`config.mk`:
```
export PLATFORM = sky130hd
export DESIGN_NAME = conv_sequencer
export DESIGN_NICKNAME = d
export VERILOG_FILES = /design/src/rtl/conv_sequencer.sv
export SDC_FILE = /design/constraint.sdc
export NUM_CORES = 1
export LEC_CHECK = 0
export CAP_MARGIN = 25
export CORE_ASPECT_RATIO = 0.7
export CORE_MARGIN = 5
export CORE_UTILIZATION = 35
export CTS_CLUSTER_DIAMETER = 200
export DETAILED_ROUTE_END_ITERATION = 10
export PLACE_DENSITY = 0.58
export SETUP_SLACK_MARGIN = 0.15
export SLEW_MARGIN = 20
export SYNTH_ARGS = -nofsm -noshare
export SYNTH_HDL_FRONTEND = slang
export SYNTH_SLANG_ARGS = --single-unit
```
`constraint.sdc`:
```
create_clock -name clk -period 20.7 [get_ports clk]
set_input_delay 3.105 -clock clk [delete_from_list [all_inputs] [get_ports clk]]
set_output_delay 3.105 -clock clk [all_outputs]
set_load 0.005 [all_outputs]
```
`src/rtl/conv_sequencer.sv`:
```
// conv_sequencer
//   Address sequencer for a direct convolution engine. After a start, it
//   walks filter -> centre row -> centre column -> tap row -> tap column ->
//   depth and emits one beat per tap. Each beat carries the image address,
//   the filter address and the output address, plus first/last/pad flags.
//   Beats use a valid/ready handshake.
//
//   Optional feature: define CONV_SEQ_PAD_EN to get zero-padded borders.
//   Windows then start at 0 and end at dim-1. Taps that fall outside the
//   image assert pad and drive img_addr = 0.
//
// Ports
//   clk, rst                  clock, asynchronous active-low reset
//   start                     begin a job (only accepted in IDLE)
//   image_dim/image_depth     image x/y size and z size
//   *_memory_offset           base addresses of image, filter and output
//   filter_halfsize           h, filter side = 2h+1
//   filter_stride             window step
//   filter_length             depth*(2h+1)^2, supplied by the caller
//   num_filters               number of output channels
//   out_valid/out_ready       beat handshake
//   img_addr/filt_addr/out_addr, first, last, pad   beat payload
//   busy, done                job in progress / one-cycle end-of-job pulse
module conv_sequencer #(
  parameter int ADDR_W  = 16,
  parameter int DIM_W   = 8,
  parameter int DEPTH_W = 9,
  parameter int LEN_W   = 13,
  parameter int NF_W    = 4
) (
  input  logic               clk,
  input  logic               rst,
  input  logic               start,
  input  logic [DIM_W-1:0]   image_dim,
  input  logic [DEPTH_W-1:0] image_depth,
  input  logic [ADDR_W-1:0]  image_memory_offset,
  input  logic [ADDR_W-1:0]  filter_memory_offset,
  input  logic [ADDR_W-1:0]  output_memory_offset,
  input  logic [1:0]         filter_halfsize,
  input  logic [2:0]         filter_stride,
  input  logic [LEN_W-1:0]   filter_length,
  input  logic [NF_W-1:0]    num_filters,
  output logic               out_valid,
  input  logic               out_ready,
  output logic [ADDR_W-1:0]  img_addr,
  output logic [ADDR_W-1:0]  filt_addr,
  output logic [ADDR_W-1:0]  out_addr,
  output logic               first,
  output logic               last,
  output logic               pad,
  output logic               busy,
  output logic               done
);

  typedef enum logic [1:0] {S_IDLE, S_RUN, S_DONE} state_t;

  state_t state_q, state_d;

  // Captured job configuration
  logic [DIM_W-1:0]   dim_q, dim_d;
  logic [DEPTH_W-1:0] depth_q, depth_d;
  logic [ADDR_W-1:0]  img_off_q, img_off_d;
  logic [ADDR_W-1:0]  out_off_q, out_off_d;
  logic [1:0]         h_q, h_d;
  logic [2:0]         stride_q, stride_d;
  logic [LEN_W-1:0]   flen_q, flen_d;
  logic [NF_W-1:0]    nf_q, nf_d;
  logic               empty_q, empty_d;

  // Loop counters
  logic [NF_W-1:0]    f_q, f_d;
  logic [DIM_W-1:0]   cy_q, cy_d, cx_q, cx_d;
  logic [2:0]         fy_q, fy_d, fx_q, fx_d;
  logic [DEPTH_W-1:0] z_q, z_d;
  logic [LEN_W-1:0]   tap_q, tap_d;
  logic [ADDR_W-1:0]  win_q, win_d;
  logic [ADDR_W-1:0]  fbase_q, fbase_d;  // filter_memory_offset + f*filter_length

  logic [DIM_W-1:0]   lo_start, lo;
  logic [DIM_W:0]     hi, cy_next, cx_next;
  logic [2:0]         fmax;
  logic               empty_start, fire;
  logic               z_end, fx_end, fy_end, cx_end, cy_end, f_end;
  logic [ADDR_W-1:0]  row, col, lin;
  logic               tap_pad;

  always_ff @(posedge clk or negedge rst) begin
    if (!rst) begin
      state_q   <= S_IDLE;
      dim_q     <= '0;
      depth_q   <= '0;
      img_off_q <= '0;
      out_off_q <= '0;
      h_q       <= '0;
      stride_q  <= '0;
      flen_q    <= '0;
      nf_q      <= '0;
      empty_q   <= '0;
      f_q       <= '0;
      cy_q      <= '0;
      cx_q      <= '0;
      fy_q      <= '0;
      fx_q      <= '0;
      z_q       <= '0;
      tap_q     <= '0;
      win_q     <= '0;
      fbase_q   <= '0;
    end else begin
      state_q   <= state_d;
      dim_q     <= dim_d;
      depth_q   <= depth_d;
      img_off_q <= img_off_d;
      out_off_q <= out_off_d;
      h_q       <= h_d;
      stride_q  <= stride_d;
      flen_q    <= flen_d;
      nf_q      <= nf_d;
      empty_q   <= empty_d;
      f_q       <= f_d;
      cy_q      <= cy_d;
      cx_q      <= cx_d;
      fy_q      <= fy_d;
      fx_q      <= fx_d;
      z_q       <= z_d;
      tap_q     <= tap_d;
      win_q     <= win_d;
      fbase_q   <= fbase_d;
    end
  end

  // Window centre range; a job with an empty range or no filters issues no beats
`ifdef CONV_SEQ_PAD_EN
  assign lo_start    = '0;
  assign lo          = '0;
  assign hi          = {1'b0, dim_q} - (DIM_W+1)'(1);
  assign empty_start = (image_dim == '0) || (num_filters == '0) || (image_depth == '0);
`else
  assign lo_start    = DIM_W'(filter_halfsize);
  assign lo          = DIM_W'(h_q);
  assign hi          = {1'b0, dim_q} - (DIM_W+1)'(1) - (DIM_W+1)'(h_q);
  assign empty_start = ({1'b0, image_dim} < (DIM_W+1)'({filter_halfsize, 1'b1})) ||
                       (num_filters == '0) || (image_depth == '0);
`endif

  assign fmax    = {h_q, 1'b0};
  assign cy_next = {1'b0, cy_q} + (DIM_W+1)'(stride_q);
  assign cx_next = {1'b0, cx_q} + (DIM_W+1)'(stride_q);
  assign z_end   = (z_q == depth_q - DEPTH_W'(1));
  assign fx_end  = (fx_q == fmax);
  assign fy_end  = (fy_q == fmax);
  assign cx_end  = (cx_next > hi);
  assign cy_end  = (cy_next > hi);
  assign f_end   = (f_q == nf_q - NF_W'(1));

  assign out_valid = (state_q == S_RUN) && !empty_q;
  assign fire      = out_valid && out_ready;
  assign busy      = (state_q != S_IDLE);
  assign done      = (state_q == S_DONE);

  always_comb begin
    state_d   = state_q;
    dim_d     = dim_q;
    depth_d   = depth_q;
    img_off_d = img_off_q;
    out_off_d = out_off_q;
    h_d       = h_q;
    stride_d  = stride_q;
    flen_d    = flen_q;
    nf_d      = nf_q;
    empty_d   = empty_q;
    f_d       = f_q;
    cy_d      = cy_q;
    cx_d      = cx_q;
    fy_d      = fy_q;
    fx_d      = fx_q;
    z_d       = z_q;
    tap_d     = tap_q;
    win_d     = win_q;
    fbase_d   = fbase_q;
    unique case (state_q)
      S_IDLE: begin
        if (start) begin
          state_d   = S_RUN;
          dim_d     = image_dim;
          depth_d   = image_depth;
          img_off_d = image_memory_offset;
          out_off_d = output_memory_offset;
          h_d       = filter_halfsize;
          stride_d  = filter_stride;
          flen_d    = filter_length;
          nf_d      = num_filters;
          empty_d   = empty_start;
          f_d       = '0;
          cy_d      = lo_start;
          cx_d      = lo_start;
          fy_d      = '0;
          fx_d      = '0;
          z_d       = '0;
          tap_d     = '0;
          win_d     = '0;
          fbase_d   = filter_memory_offset;
        end
      end
      S_RUN: begin
        if (empty_q) begin
          state_d = S_DONE;
        end else if (fire) begin
          // Odometer carry chain: z -> fx -> fy -> cx -> cy -> f
          tap_d = tap_q + LEN_W'(1);
          z_d   = z_q + DEPTH_W'(1);
          if (z_end) begin
            z_d  = '0;
            fx_d = fx_q + 3'd1;
            if (fx_end) begin
              fx_d = '0;
              fy_d = fy_q + 3'd1;
              if (fy_end) begin
                fy_d  = '0;
                tap_d = '0;
                win_d = win_q + ADDR_W'(1);
                cx_d  = cx_next[DIM_W-1:0];
                if (cx_end) begin
                  cx_d = lo;
                  cy_d = cy_next[DIM_W-1:0];
                  if (cy_end) begin
                    cy_d    = lo;
                    f_d     = f_q + NF_W'(1);
                    fbase_d = fbase_q + ADDR_W'(flen_q);
                    if (f_end) state_d = S_DONE;
                  end
                end
              end
            end
          end
        end
      end
      S_DONE:  state_d = S_IDLE;
      default: state_d = S_IDLE;
    endcase
  end

  // Image coordinates of the current tap, modulo 2^ADDR_W
  assign row = ADDR_W'(cy_q) + ADDR_W'(fy_q) - ADDR_W'(h_q);
  assign col = ADDR_W'(cx_q) + ADDR_W'(fx_q) - ADDR_W'(h_q);
  assign lin = (row * ADDR_W'(dim_q) + col) * ADDR_W'(depth_q) + ADDR_W'(z_q);

`ifdef CONV_SEQ_PAD_EN
  logic [DIM_W:0] rsum, csum;
  logic           pad_row, pad_col;
  assign rsum    = {1'b0, cy_q} + (DIM_W+1)'(fy_q);
  assign csum    = {1'b0, cx_q} + (DIM_W+1)'(fx_q);
  assign pad_row = (rsum < (DIM_W+1)'(h_q)) || ((rsum - (DIM_W+1)'(h_q)) >= {1'b0, dim_q});
  assign pad_col = (csum < (DIM_W+1)'(h_q)) || ((csum - (DIM_W+1)'(h_q)) >= {1'b0, dim_q});
  assign tap_pad = pad_row || pad_col;
`else
  assign tap_pad = 1'b0;
`endif

  // Beat payload is forced to zero whenever no beat is presented
  assign img_addr  = (out_valid && !tap_pad) ? img_off_q + lin : '0;
  assign filt_addr = out_valid ? fbase_q + ADDR_W'(tap_q) : '0;
  assign out_addr  = out_valid ? out_off_q + win_q : '0;
  assign first     = out_valid && (tap_q == '0);
  assign last      = out_valid && (tap_q == flen_q - LEN_W'(1));
  assign pad       = out_valid && tap_pad;

endmodule

```
==> results of run 1 <==
-- metal layers --
layer	wire length (µm)	vias to the layer above
li1	-	6732
met1	24200	6813
met2	19900	308
met3	2170	37
met4	594	0
met5	0	-
-- worst max path at each step --
| stage | startpoint | endpoint | slack [ns] | depth (start not counted) |
|---|---|---|---|---|
| global placement | h_q[1] | img_addr[15] | 5.13 | 43 |
| finish | h_q[1] | img_addr[15] | 4.46 | 40 |
| global route | h_q[1] | img_addr[15] | 3.52 | 40 |
| detailed placement | h_q[1] | img_addr[15] | 4.87 | 40 |
| CTS | h_q[1] | img_addr[15] | 4.36 | 40 |
| floorplan | h_q[1] | img_addr[15] | 6.66 | 42 |
-- through the flow --
stage	instance area (µm²)	cells	hold slack (ns)	setup WS, ns
4_1_cts	20700	2773	0.522	4.36
2_1_floorplan	17900	1972	0.481	6.66
3_3_place_gp	20100	2739	0.502	5.13
3_5_place_dp	20100	2741	0.504	4.87
5_1_grt	20700	2773	0.548	3.52
6_report	20700	2773	0.526	4.46
-- cell families (layout without fill, tap and decap cells) --
kind of cell,count (synthesis),count (layout)
AND/OR/NAND/NOR,582,582
adder cells (fa/ha/maj),351,351
buffers and inverters,338,465
AO/OA/AOI/OAI,301,301
XOR/XNOR,169,169
flip-flops,154,154
multiplexers,76,76
other,1,1
-- cells in the mapped netlist (7+ instances only) --
cell and count:
a211oi_1 9, a21o_1 27, a21oi_1 59, a31oi_1 7, and2_1 53, and3_1 24
clkbuf_1 51, dfrtp_1 154, fa_1 165, ha_1 186, inv_1 278, mux2_2 73
nand2_1 203, nand2b_1 33, nand3_1 28, nand4_1 17, nor2_1 108, nor2b_1 23
nor3_1 37, nor4_1 9, o21a_1 17, o21ai_0 100, o21bai_1 18, o31ai_1 11
or3_1 17, xnor2_1 103, xor2_1 60
-- sequential cells by signal, summed over array words and instances, names as in the netlist --
signal     count
out_off_q     16
h_q            2
state_q        2
stride_q       3
flen_q        13
z_q            9
img_off_q     16
nf_q           4
win_q         16
dim_q          8
cx_q           8
fx_q           3
fbase_q       16
cy_q           8
depth_q        9
tap_q         13
empty_q        1
fy_q           3
f_q            4
-- layout make-up --
| type | instances | area [µm²] |
|---|---|---|
| fillers | 4972 | 30000 |
| multi-input cells | 1480 | 12800 |
| flip-flops and latches | 154 | 3850 |
| repair buffers | 155 | 1520 |
| inverters | 278 | 1040 |
| well taps | 674 | 843 |
| clock buffers | 17 | 425 |
| clock inverters | 15 | 209 |
-- critical path, delay by kind of cell, from the launching register on --
family | cells | cell delay [ns]
compound gates | 10 | 2.62
buf+inv | 8 | 0.92
fa+ha+maj | 14 | 6.58
xor+xnor | 2 | 0.85
simple gates | 6 | 1.18
flops | 1 | 0.53
==> results.tsv, run 1 <==
metric	value	unit
port bufs	143	
Iter 0 DRT Violations	883	
ys async rst share	1.00	
crit path DAT	13.13	ns
final core utilization	0.409	
GR Util met2	0.243	
Post-synth EDFFs	0	
register bit total from synthesis	154	
Syn Area/Cell	9.09	µm²
outcome	completed	
clock sinks	154	
Area contributors post-synth	dfrtp_1, fa_1, ha_1, inv_1, xnor2_1	
mux cell area share after synthesis	0.0475	
Worst Hold End	out_off_q[6]	
total wire length	46900	µm
first-pass GRT wire length	75500	µm
total clock buffers created by CTS	17	
area grow syn2layout	15.5	%
post-layout min period	16.24	ns
final hold violation count	0	
met3 Track Usage GR	0.0245	
largest net degree at the start of global routing	91	
post-synthesis adder-cell area fraction	0.314	
commonest non-fill, non-tap cells in the layout	inv_1, nand2_1, ha_1, fa_1, dfrtp_1	
share of layout cells above drive strength 1	0.0634	
count of cells along the worst hold path	1	
Crit Path Class	reg -> out	
average wire per standard cell	16.9	µm
R2R setup slack	15.39	ns
Yosys top cell area share	0.215	
worst-margin pin slew	0.956	ns
xor/xnor cell area share of the yosys netlist	0.0869	
register area share after synthesis	0.215	
worst reg2reg path depth	14	
CP most frequent cell	fa_1	
clock-pin slew on the worst setup and hold paths	0.08	ns
maximum clock rate	61.6	MHz
Residual DRC	0	
num rows	69	
CP endpoint kind	output port	
post-route ant nets	0	
Skew-Pair Late Insertion Delay	0.46	ns
Reg2Reg Capture Point	fbase_q[4]	
vias in the first global route	13900	
CP startpoint kind	flop	
max capacitance violation total	0	
Antenna Cells	0	
via/cell ratio	5.01	
Final setup viols	0	
post-synth top area cell	dfrtp_1	
slew margin rel.	0.357	
Congestion Overflow GR	0	
slowest stage cell, crit path	fa_1	
antenna violations before repair	0	
Final Skew	0.0180	ns
worst r2r src	depth_q[0]	
CTS Root Cell	clkbuf_16	
main combinational cell family by area after synthesis	adder cells	
Post-Synth Simple-Gate Area	0.158	
post-CTS sizing	0	
crit-path max cell delay	0.63	ns
CP max FO	9	
Clock Tree Buf Depth	2	
Synth Instances	1972	
Die Span X	281	µm
Hold Buf Count CTS	0	
Vias	13900	
yosys warns	0	
Die H	199	µm
commonest non-fill, non-tap cell in the layout	inv_1	
H-tree Lvls	4	
final net count	2528	
Final Cycle Share	0.784	
distinct cell type count after synthesis	77	
RSZ-0062 raised after global routing	no	
gr usage total	0.167	
Fin Setup TNS	0	ns
initial core utilization	0.354	
drt pass-1 iters	6	
Pins Over Slew Limit	0	
Min-Delay Path Class	reg -> reg	
DP HPWL	37100	µm
core area	50700	µm²
mapped cell area	17900	µm²
Post-CTS Setup Bufs	0	
gpl congestion	0.847	
number of I/O pins	145	
Hold Path Origin	out_off_q[6]	
prevailing post-synth register cell	dfrtp_1	
CP required	17.59	ns
grt met1 use	0.263	
Compound-Gate Fraction of Synth Area	0.107	
Total Die Area	55900	µm²
TritonCTS clock tree	done	
syn_nets	2414	
GRT busiest layer	met1	
Power of run 1 is not shown: default switching activity piles up to over one toggle a cycle in this logic, so the estimate is an artifact.
==> run 2: changes to the inputs <==
--- a/config.mk
+++ b/config.mk
@@ -11,7 +11,7 @@
 export CORE_UTILIZATION = 35
 export CTS_CLUSTER_DIAMETER = 200
 export DETAILED_ROUTE_END_ITERATION = 10
-export PLACE_DENSITY = 0.58
+export PLACE_DENSITY = 0.6
 export SETUP_SLACK_MARGIN = 0.15
 export SLEW_MARGIN = 20
 export SYNTH_ARGS = -nofsm -noshare
==> constraint.sdc (replaced) <==
create_clock -name clk -period 13.05 [get_ports clk]
set_input_delay 1.9575 -clock clk [delete_from_list [all_inputs] [get_ports clk]]
set_output_delay 1.9575 -clock clk [all_outputs]
set_load 0.005 [all_outputs]
==> run 2 against run 1 <==
  * Utilization is 1.9 points higher
  * Count of clock-buffer cells in the layout stayed put
  * Setup slack worse by 4.4 ns
  * Final cell count is 3.2% higher
  * Largest cell class unchanged
  * Non-clock buffer count is 90 higher
  * Clock skew hardly changed
  * Global-route usage is 0.080 points lower
==> results.tsv, run 2 (same netlist as run 1, synthesis figures left out) <==
metric	value	unit
pre-CTS WS	-0.505	ns
worst reg2reg path depth	15	
post-layout min period	12.97	ns
Antenna Cells	0	
Final setup viols	0	
core area	50700	µm²
worst r2r src	dim_q[0]	
TritonCTS clock tree	done	
worst-margin pin slew	1.02	ns
Pins Over Slew Limit	0	
Placed Cells	2808	
count of cells along the worst hold path	1	
port bufs	143	
gpl congestion	0.860	
number of I/O pins	145	
Congestion Overflow GR	0	
Hold Path Origin	img_off_q[0]	
Vias	14200	
largest net degree at the start of global routing	99	
clock-pin slew on the worst setup and hold paths	0.08	ns
Final Cycle Share	0.994	
CTS Root Cell	clkbuf_16	
Die H	199	µm
antenna violations before repair	0	
fin cells	2863	
first-pass GRT wire length	75800	µm
CP startpoint kind	flop	
share of layout cells above drive strength 1	0.131	
Final Skew	0.0178	ns
Skew-Pair Late Insertion Delay	0.46	ns
num rows	69	
Worst Hold End	img_off_q[0]	
CP most frequent cell	fa_1	
clock sinks	154	
area grow syn2layout	20.9	%
CP required	11.09	ns
CP endpoint kind	output port	
Crit Path Class	reg -> out	
Iter 0 DRT Violations	880	
crit path DAT	11.01	ns
slowest stage cell, crit path	fa_1	
Reg2Reg Capture Point	fbase_q[4]	
crit-path max cell delay	0.58	ns
final hold violation count	0	
fill count	4910	
Setup WS post-layout	0.0795	ns
post-route ant nets	0	
RSZ-0062 raised after global routing	yes	
total wire length	46700	µm
commonest non-fill, non-tap cells in the layout	inv_1, nand2_1, ha_1, fa_1, dfrtp_1	
commonest non-fill, non-tap cell in the layout	inv_1	
maximum clock rate	77.1	MHz
slew margin rel.	0.323	
H-tree Lvls	4	
Clock Tree Buf Depth	2	
DP HPWL	37000	µm
gr usage total	0.166	
max capacitance violation total	0	
CP max FO	4	
average wire per standard cell	16.3	µm
Min-Delay Path Class	reg -> reg	
vias in the first global route	14500	
R2R setup slack	7.63	ns
total clock buffers created by CTS	17	
final net count	2618	
via/cell ratio	4.97	
Total Die Area	55900	µm²
Residual DRC	0	
initial core utilization	0.354	
outcome	completed	
drt pass-1 iters	5	
Die Span X	281	µm
==> run 2: layer usage <==
layer  up-vias  global-route usage  wire length [µm]
met1      6999               0.253             23900
li1       6908                   -                 -
met5         -                   0                 0
met2       291               0.254             20100
met4         0              0.0281               477
met3        42              0.0258              2230
==> run 2: worst max path at each step <==
| stage | start | endpoint | slack, ns |
|---|---|---|---|
| floorplan | h_q[1] | img_addr[15] | 0.16 |
| detailed placement | cy_q[1] | img_addr[15] | -0.51 |
| global placement | h_q[1] | img_addr[15] | -0.26 |
| CTS | h_q[1] | img_addr[15] | -0.009 |
| finish | h_q[1] | img_addr[15] | 0.08 |
| global route | h_q[1] | img_addr[15] | -0.41 |
==> run 2: repair_timing <==
action                                  in CTS  in global routing
buffers inserted                            12                  9
pin swaps                                   47                 39
gates resized for setup                     42                 58
hold buffers                                 0                  0
gates cloned                                 0                  0
endpoints found under the setup margin       6                  8
==> run 2: cell type report <==
type | instances | area, µm² | area share
clock buffer | 17 | 425 | 0.0196
clock inverter | 15 | 196 | 0.00906
inverter | 278 | 1040 | 0.0481
multi-input combinational | 1480 | 13100 | 0.604
sequential | 154 | 3850 | 0.178
tap | 674 | 843 | 0.0389
timing repair buffer | 245 | 2210 | 0.102
==> run 2: through the flow <==
| step | cell area [µm²] | setup TNS [ns] | util | hold WS, ns |
|---|---|---|---|---|
| after floorplan | 17900 | 0 | - | 0.481 |
| after global placement | 20600 | -0.255 | 0.406 | 0.501 |
| after detailed placement | 20600 | -0.558 | 0.406 | 0.507 |
| after CTS | 21400 | -0.00911 | 0.423 | 0.525 |
| after global routing | 21700 | -0.729 | 0.428 | 0.536 |
| final | 21700 | 0 | 0.428 | 0.520 |
==> run 2: worst max-delay path: cells and delay by family, from the launching register on <==
kind	cells	cell delay (ns)
fa+ha+maj	14	6.34
xor+xnor	2	0.57
flops	1	0.40
compound gates	9	1.53
simple gates	5	0.73
buf+inv	11	0.99
Power of run 2 is left out for the same reason.
